`src/rtl/adc_measure_responder.sv`:
```
// ----------------------------------------------------------------------------
// adc_measure_responder
//
// Sequencer for a multi-slope integrating ADC measurement. A trigger from the
// acquisition sequencer starts one measurement: the integrator is shorted for
// a programmable time, then the run-up phase applies the POS or NEG reference
// one modulation period at a time (chosen from the comparator so the
// integrator is pushed back towards zero), and finally the rundown phase
// applies a single reference until the comparator changes sign. The number of
// run-up periods spent on each reference and the rundown length are reported
// as the result.
//
// Ports
//   clk                     sole clock, all logic on the rising edge
//   reset_n                 asynchronous active-low reset
//   adc_measure_trig_i      measurement request (level, handshaken by valid)
//   p_clk_count_reset_i     integrator-reset duration, in clocks (+1)
//   p_clk_count_aperture_i  run-up aperture, in clocks
//   comparator_i            integrator sign, 1 = positive, already synchronised
//   adc_measure_valid_o     1 = idle with a result available, 0 = busy
//   sw_int_reset_o          integrator reset switch, 1 = shorted
//   refmux_o                reference select: 00 none, 01 POS, 10 NEG
//   count_pos_o/count_neg_o run-up periods spent on POS / NEG
//   count_rundown_o         rundown length in clocks
//   status_o                bit0 rundown timeout, bit1 counter saturation
// ----------------------------------------------------------------------------
module adc_measure_responder #(
    parameter int P_RUNUP_PERIOD = 20,
    parameter int P_RUNDOWN_MAX  = 4096
) (
    input  logic        clk,
    input  logic        reset_n,
    input  logic        adc_measure_trig_i,
    input  logic [23:0] p_clk_count_reset_i,
    input  logic [31:0] p_clk_count_aperture_i,
    input  logic        comparator_i,
    output logic        adc_measure_valid_o,
    output logic        sw_int_reset_o,
    output logic [1:0]  refmux_o,
    output logic [23:0] count_pos_o,
    output logic [23:0] count_neg_o,
    output logic [23:0] count_rundown_o,
    output logic [1:0]  status_o
);

    localparam logic [1:0]  REF_NONE = 2'b00;
    localparam logic [1:0]  REF_POS  = 2'b01;
    localparam logic [1:0]  REF_NEG  = 2'b10;
    localparam logic [23:0] CNT_MAX  = 24'hFFFFFF;

    localparam int                PH_W      = (P_RUNUP_PERIOD > 2) ? $clog2(P_RUNUP_PERIOD) : 1;
    localparam logic [PH_W-1:0]   PH_LAST   = PH_W'(P_RUNUP_PERIOD - 1);
    localparam logic [32:0]       RD_MAX_W  = 33'(P_RUNDOWN_MAX);

    typedef enum logic [2:0] {
        S_IDLE,
        S_INT_RESET,
        S_RUNUP,
        S_RUNDOWN,
        S_DONE
    } state_t;

    state_t            state;

    // One timer serves all phases: integrator-reset hold, run-up elapsed
    // clocks and rundown timeout. It is cleared on every phase entry.
    logic [31:0]       tmr;
    logic [32:0]       tmr_inc;
    logic [PH_W-1:0]   phase;
    logic [23:0]       pos_cnt;
    logic [23:0]       neg_cnt;
    logic [23:0]       rd_cnt;
    logic              rd_sample;
    logic              timeout_flag;
    logic              sat_flag;

    logic              reset_done;
    logic              period_end;
    logic              aperture_done;
    logic              start_period;

    function automatic logic [23:0] sat_inc(input logic [23:0] v);
        sat_inc = (v == CNT_MAX) ? v : v + 24'd1;
    endfunction

    // A counter is flagged as saturated once an increment leaves it at its
    // ceiling; further increments are then held off by sat_inc.
    function automatic logic hits_max(input logic [23:0] v);
        hits_max = (v >= CNT_MAX - 24'd1);
    endfunction

    assign tmr_inc       = {1'b0, tmr} + 33'd1;
    assign reset_done    = (tmr >= {8'd0, p_clk_count_reset_i});
    assign period_end    = (phase == PH_LAST);
    // Compared against the clock count including the current one, so the
    // decision lands exactly on the period boundary edge.
    assign aperture_done = (tmr_inc >= {1'b0, p_clk_count_aperture_i});

    // A new run-up period begins either on the edge leaving the integrator
    // reset or on a period boundary that has not yet covered the aperture.
    assign start_period  = ((state == S_INT_RESET) && reset_done) ||
                           ((state == S_RUNUP) && period_end && !aperture_done);

    // Measurement sequencer. All outputs are registered here; the period-start
    // block after the case statement is shared by the first run-up period and
    // every subsequent one.
    always_ff @(posedge clk or negedge reset_n) begin
        if (!reset_n) begin
            state               <= S_IDLE;
            adc_measure_valid_o <= 1'b1;
            sw_int_reset_o      <= 1'b1;
            refmux_o            <= REF_NONE;
            count_pos_o         <= '0;
            count_neg_o         <= '0;
            count_rundown_o     <= '0;
            status_o            <= '0;
            tmr                 <= '0;
            phase               <= '0;
            pos_cnt             <= '0;
            neg_cnt             <= '0;
            rd_cnt              <= '0;
            rd_sample           <= 1'b0;
            timeout_flag        <= 1'b0;
            sat_flag            <= 1'b0;
        end else begin
            case (state)
                S_IDLE: begin
                    if (adc_measure_trig_i) begin
                        adc_measure_valid_o <= 1'b0;
                        sw_int_reset_o      <= 1'b1;
                        refmux_o            <= REF_NONE;
                        tmr                 <= '0;
                        phase               <= '0;
                        pos_cnt             <= '0;
                        neg_cnt             <= '0;
                        rd_cnt              <= '0;
                        timeout_flag        <= 1'b0;
                        sat_flag            <= 1'b0;
                        state               <= S_INT_RESET;
                    end
                end

                S_INT_RESET: begin
                    if (reset_done) begin
                        sw_int_reset_o <= 1'b0;
                        tmr            <= '0;
                        state          <= S_RUNUP;
                    end else begin
                        tmr <= tmr_inc[31:0];
                    end
                end

                S_RUNUP: begin
                    tmr <= tmr_inc[31:0];
                    if (period_end) begin
                        if (aperture_done) begin
                            // The rundown reference opposes the integrator
                            // sign seen on this same edge.
                            rd_sample <= comparator_i;
                            refmux_o  <= comparator_i ? REF_NEG : REF_POS;
                            tmr       <= '0;
                            state     <= S_RUNDOWN;
                        end
                    end else begin
                        phase <= phase + PH_W'(1);
                    end
                end

                S_RUNDOWN: begin
                    if (comparator_i != rd_sample) begin
                        // Zero crossing: the crossing clock itself is not counted.
                        refmux_o <= REF_NONE;
                        state    <= S_DONE;
                    end else begin
                        rd_cnt <= sat_inc(rd_cnt);
                        if (hits_max(rd_cnt)) begin
                            sat_flag <= 1'b1;
                        end
                        tmr <= tmr_inc[31:0];
                        if (tmr_inc >= RD_MAX_W) begin
                            timeout_flag <= 1'b1;
                            refmux_o     <= REF_NONE;
                            state        <= S_DONE;
                        end
                    end
                end

                S_DONE: begin
                    // Internal results are stable here, so republishing them on
                    // every DONE clock is the same as capturing them on entry.
                    count_pos_o     <= pos_cnt;
                    count_neg_o     <= neg_cnt;
                    count_rundown_o <= rd_cnt;
                    status_o        <= {sat_flag, timeout_flag};
                    if (!adc_measure_trig_i) begin
                        adc_measure_valid_o <= 1'b1;
                        state               <= S_IDLE;
                    end
                end

                default: begin
                    state <= S_IDLE;
                end
            endcase

            if (start_period) begin
                phase <= '0;
                if (comparator_i) begin
                    refmux_o <= REF_NEG;
                    neg_cnt  <= sat_inc(neg_cnt);
                    if (hits_max(neg_cnt)) begin
                        sat_flag <= 1'b1;
                    end
                end else begin
                    refmux_o <= REF_POS;
                    pos_cnt  <= sat_inc(pos_cnt);
                    if (hits_max(pos_cnt)) begin
                        sat_flag <= 1'b1;
                    end
                end
            end
        end
    end

endmodule

```
`config.mk`:
```
export PLATFORM = sky130hd
export DESIGN_NAME = adc_measure_responder
export DESIGN_NICKNAME = d
export VERILOG_FILES = /design/src/rtl/adc_measure_responder.sv
export SDC_FILE = /design/constraint.sdc
export NUM_CORES = 1
export LEC_CHECK = 0
export CORE_ASPECT_RATIO = 0.8
export CORE_MARGIN = 5
export CORE_UTILIZATION = 35
export DETAILED_ROUTE_END_ITERATION = 6
export PLACE_DENSITY = 0.6
export SYNTH_ARGS = -nofsm -noshare
export SYNTH_HDL_FRONTEND = slang
export SYNTH_SLANG_ARGS = --single-unit
```
`constraint.sdc`:
```
create_clock -name clk -period 11.6 [get_ports clk]
set_clock_uncertainty 0.2 [all_clocks]
set_input_delay 1.74 -clock clk [delete_from_list [all_inputs] [get_ports clk]]
set_output_delay 1.74 -clock clk [all_outputs]
set_load 0.01 [all_outputs]
```
==> results.toml, run 1 <==
[cts]
post_cts_resized = 0
cts_root_buffer = "clkbuf_16"
clk_pin_slew_ns = 0.08
clock-sinks = 193
clk_latency_ns = 0.44
h-tree-depth = 4
cts_buffer_depth = 2
cts_tree = "done"
postCtsHoldBufs = 0
cts_setup_buffers = 0
cts_buffers = 17

[place]
place.gp.congestion = 0.834
hpwl_um = 21400
placed_cells = 1751
post_dp_cell_area_um2 = 13500
io_buffers = 137

[global_route]
grt_use_total_pct = 16.2
antenna_found_initial = 0
grt_overflow = 0
grt_max_degree = 77
grt_pass1_wl_um = 50300
grt_pass1_vias = 9327

[sta]
drv_slew = 0
tns_ns = 0
holdWs_ns = 0.294
hold_viol = 0
rsz0062_at_grt = "no"
relSlewSlack_pct = 19.1
max_freq_mhz = 177
worstMarginPinSlew_ns = 1.21
setup_viol = 0
layout_min_cycle_time_ns = 5.65
post-route-period-util_pct = 48.7

[worst_setup_path]
critPathCaptureType = "register"
cp_common_cell = "ha_1"
worstSetupPathType = "reg -> reg"
cp_max_fo = 48
crit_arrival_ns = 5.77
worst_setup_path_start_kind = "register"
crit_slowest_cell = "or4_1"
path_cells = "ha_1, inv_1, or4_1, nor2_1, nand3_1, xnor2_1, ha_1, a21oi_1, o21ai_0, a211oi_1, o211ai_2, and2_4, o32a_4, o21a_1, a221o_1"
cp_top_family = "compound AO/OA/AOI/OAI gates"
max_stage_delay_ns = 0.70
crit_buf_inv = 1
required_ns = 11.72
rrSetupSlack_ns = 5.95

[pwr]
cellLeakagePower_nw = 6.44
power.density_nw_per_um2 = 131
ir_drop_uv = 87.6

[route]
drt_iter0_drc = 665
wl_per_cell_um = 16.9
drc = 0
dr.pass1.iters = 5
antenna_left = 0
vias_per_cell = 5.34
num_vias = 9530
wl_um = 30100

[cells_and_area]
drive_gt1_share_pct = 12.3
area_growth_pct = 20.1
fillCellCount = 3205
final_nets = 1461
fin_util_pct = 42.3
antenna_cells = 0
fin_area_um2 = 14100
fin_cells = 1783

[yosys]
synthArstFlopShare_pct = 100
synth_top_area_share_pct = 40.6
ys_warn_count = 0
yosysSeqAreaShare_pct = 41.1
synth_area_leaders = "dfrtp_1 41%, mux2_2 7.5%, ha_1 6.9%, nand2_1 3.8%, nor2_1 2.8%"
synth_fp_nets = 1351
synth_cell_types = 83
synth_area_leader_cell = "dfrtp_1"
avgSynthCellArea_um2 = 9.60
syn_inst = 1226
yosysMostFrequentCell = "dfrtp_1"
synth_area_um2 = 11800
yosys-top-cells-count = "191 x dfrtp_1, 120 x nand2_1, 88 x nor2_1"
synthFlopType = "dfrtp_1"
synth_edf_count = 0
ys_ff_latch = 193

[run_status]
status = "finished, final reports clean"

[floorplan]
ios = 138
die_y_um = 174
rows = 60
initial_core_util_pct = 35.2
dieArea_um2 = 37400
die_w_um = 215
core_um2 = 33400

[hold_path]
hp-class = "reg -> reg"

[flow_run]
cap_violations = 0
## power by group
group	total [W]	internal, W	switching [W]
clock	0.000643	0.000370	0.000273
sequential	0.000749	0.000699	0.0000500
combinational	0.000461	0.000167	0.000294
total	0.00185	0.00124	0.000617
## kinds of logic after synthesis
| family | share of synthesized area (%) |
|---|---|
| compound gates | 14.4 |
| xor+xnor | 3.87 |
| fa+ha+maj | 6.91 |
| buf+inv | 4.75 |
| flops | 41.1 |
| mux | 8.10 |
| simple gates | 20.9 |
## per-layer routing
layer | vias to the layer above | wire length (µm) | global-route usage (%)
met4 | 0 | 279 | 3.44
met1 | 4642 | 15500 | 24.2
met5 | - | 0 | 0
met2 | 193 | 13200 | 24.5
li1 | 4678 | - | -
met3 | 17 | 1170 | 3.05
## cell type report
class / instances / area (µm²) / share of cell area [%]
multi-input cells: 900 / 6400 / 45.3
flip-flops and latches: 193 / 4830 / 34.2
repair buffers: 146 / 1440 / 10.2
well taps: 434 / 543 / 3.84
clock buffers: 21 / 450 / 3.19
inverters: 78 / 293 / 2.07
clock inverters: 11 / 178 / 1.26
## registers in the layout, summed over array words and instances (netlist names)
name,flops
tmr,32
count_neg_o,24
count_pos_o,24
count_rundown_o,24
neg_cnt,24
pos_cnt,24
rd_cnt,24
phase,5
state,3
refmux_o,2
status_o,2
adc_measure_valid_o,1
rd_sample,1
sat_flag,1
sw_int_reset_o,1
timeout_flag,1
## cells in the final DEF (no fill, tap or decap), drive strengths merged, types with 4 or more instances in the layout
master and n:
clkdlybuf4s50 136, nand4 36, xnor2 29, o31ai 25, xor2 23, and4 6, a221o 24, and2 14
mux2i 6, clkbuf 22, nand3 56, inv 80, o21a 4, a21o 24, a21oi 39, a211oi 21
o21ai 40, nor4 20, o211ai 5, ha 65, nor3 45, nor2b 7, a22o 14, dfrtp 191
nand2 121, or3 19, or2 17, nand2b 8, nor2 89, or4 7, bufinv 4, and3 15
mux2 79, buf 9
## per-stage QoR
| stage | total power (W) | setup WS, ns |
|---|---|---|
| after floorplan | 0.00107 | 7.16 |
| after global placement | 0.00122 | 5.88 |
| after detailed placement | 0.00122 | 5.77 |
| after CTS | 0.00187 | 6.04 |
| after global routing | 0.00195 | 5.65 |
| final | 0.00185 | 5.95 |
## path summary, 6_finish.rpt
path / startpoint / cells after the start / to
setup / recovery: tmr[1] / 15 / pos_cnt[20]
min in group asynchronous: reset_n / 1 / count_pos_o[9]
hold reg to reg: sw_int_reset_o / 2 / sw_int_reset_o
hold / removal: sw_int_reset_o / 2 / sw_int_reset_o
setup reg to reg: tmr[1] / 15 / pos_cnt[20]
max in group asynchronous: reset_n / 3 / rd_cnt[17]
## worst min-delay path, cell delays in order (launching register included)
cell     delay [ns]
dfstp_2        0.37
o21ai_0        0.07
nand2_1        0.05
(Power assumes the default switching activity.)
==> run 2, diff against run 1 <==
Settings changed: PLACE_DENSITY 0.6 to 0.62.
Clock period 11.6 ns to 4.9 ns, I/O delays scaled along.
==> run 2 against run 1 <==
  * Cell area grew 2.0%
  * Global-route usage grew 0.42 points
  * Die area is the same
  * Routed wire length grew 3.6%
  * Flip-flop and latch count is the same
  * Sequential power grew 130%
  * Critical path type unchanged
  * Critical endpoint is now pos_cnt[11]
==> results.toml, run 2 (synthesized netlist as in run 1, its figures left out) <==
[worst_setup_path]
rrSetupSlack_ns = 0.32
cp_top_family = "simple AND/OR/NAND/NOR gates"
crit_buf_inv = 4
critPathCaptureType = "register"
crit_slowest_cell = "or4_1"
reg2regPathDepth = 16
crit_arrival_ns = 4.69
worstSetupPathType = "reg -> reg"
reg2reg_from = "tmr[4]"
worst_setup_path_start_kind = "register"
max_stage_delay_ns = 0.67
cp_max_fo = 47
path_cells = "nand4_4, buf_4, or4_1, nor3_1, xnor2_1, inv_1, ha_1, nand3_1, nor4_1, nand4_1, o211ai_2, o32a_4, buf_12, nor2_2, buf_4, a221o_1"
required_ns = 5.02
rr_endpoint = "pos_cnt[11]"
cp_common_cell = "buf_4"

[sta]
worstMarginPinSlew_ns = 1.05
holdWs_ns = 0.191
rsz0062_at_grt = "no"
post-route-period-util_pct = 93.4
drv_slew = 0
setup_viol = 0
hold_viol = 0
tns_ns = 0
relSlewSlack_pct = 30.0
max_freq_mhz = 218
layout_min_cycle_time_ns = 4.58

[global_route]
grt_use_total_pct = 16.6
grt_overflow = 0
grt_pass1_wl_um = 51100
antenna_found_initial = 3
grt_pass1_vias = 9513
grt_max_degree = 105

[cts]
cts_buffer_depth = 2
clk_latency_ns = 0.44
post_cts_resized = 0
cts_tree = "done"
clock-sinks = 193
cts_root_buffer = "clkbuf_16"
clk_pin_slew_ns = 0.08
postCtsHoldBufs = 0
cts_setup_buffers = 0
cts_buffers = 17
h-tree-depth = 4

[pwr]
swShare_pct = 33.8
ir_drop_uv = 236
power.internal_w = 0.00294
seqPwrFrac_pct = 39.5
power.density_nw_per_um2 = 308
power_frac_comb_pct = 27.2
power.switching_w = 0.00150
clock_power_share_pct = 33.3
cellLeakagePower_nw = 6.61

[route]
vias_per_cell = 5.36
num_vias = 9734
drt_iter0_drc = 605
wl_um = 31200
antenna_left = 0
wl_per_cell_um = 17.2
dr.pass1.iters = 5
drc = 0

[floorplan]
core_um2 = 33400
die_y_um = 174
ios = 138
die_w_um = 215
initial_core_util_pct = 35.2
rows = 60
dieArea_um2 = 37400

[cells_and_area]
fillCellCount = 3203
area_growth_pct = 22.5
final_cell_mix = "191 x dfrtp_1, 136 x clkdlybuf4s50_1, 120 x nand2_1, 88 x nor2_1, 78 x mux2_2"
final_common_cell = "dfrtp_1"
drive_gt1_share_pct = 14.6
regMostFlops = "tmr"
final_nets = 1492
largest_reg_flops = 32

[run_status]
status = "finished, final reports clean"

[place]
place.gp.congestion = 0.879
io_buffers = 137
hpwl_um = 22500

[hold_path]
hp-class = "in -> async"

[flow_run]
cap_violations = 0
-- run 2: power groups by stage --
| stage | clock network, W | logic [W] | registers, W |
|---|---|---|---|
| 2_1_floorplan | 0 | 0.000785 | 0.00174 |
| 3_3_place_gp | 0 | 0.00118 | 0.00178 |
| 3_5_place_dp | 0 | 0.00120 | 0.00178 |
| 4_1_cts | 0.00153 | 0.00121 | 0.00175 |
| 5_1_grt | 0.00160 | 0.00133 | 0.00176 |
| 6_report | 0.00148 | 0.00121 | 0.00175 |
-- run 2: worst max-delay path by stage --
stage / startpoint / end / slack, ns / cells past startpoint
CTS: tmr[6] / tmr[0] / 0.07 / 14
floorplan: tmr[0] / pos_cnt[17] / 0.54 / 17
detailed placement: tmr[6] / tmr[0] / 0.11 / 14
global route: tmr[4] / pos_cnt[17] / 0.01 / 16
global placement: p_clk_count_reset_i[19] / tmr[0] / 0.21 / 11
finish: tmr[4] / pos_cnt[11] / 0.32 / 16
-- run 2: final cells by class --
type | count | area [µm²] | share of cell area [%]
Clock buffer | 20 | 457 | 3.17
Clock inverter | 12 | 156 | 1.08
Tap cell | 434 | 543 | 3.77
Multi-Input combinational cell | 900 | 6420 | 44.5
Sequential cell | 193 | 4830 | 33.5
Inverter | 78 | 293 | 2.03
Timing Repair Buffer | 177 | 1710 | 11.9
Antenna cell | 2 | 5.00 | 0.0347
-- run 2: metal layers --
| metal | share of wire [%] | wire length, µm | GRT usage [%] | vias up |
|---|---|---|---|---|
| met3 | 5.0 | 1550 | 3.45 | 27 |
| li1 | - | - | - | 4738 |
| met5 | 0.022 | 7 | 0 | - |
| met4 | 1.3 | 416 | 3.84 | 2 |
| met1 | 49 | 15300 | 24.2 | 4753 |
| met2 | 45 | 13900 | 25.4 | 214 |
-- run 2: through the flow --
| step | utilization [%] | power, W | instance area (µm²) | std cells | setup WS, ns |
|---|---|---|---|---|---|
| floorplan | - | 0.00252 | 11800 | 1226 | 0.535 |
| global placement | 41.3 | 0.00296 | 13800 | 1782 | 0.206 |
| detailed placement | 41.3 | 0.00298 | 13800 | 1782 | 0.113 |
| CTS | 43.1 | 0.00449 | 14400 | 1814 | 0.0725 |
| global route | 43.2 | 0.00469 | 14400 | 1816 | 0.0123 |
| finish | 43.2 | 0.00444 | 14400 | 1816 | 0.322 |
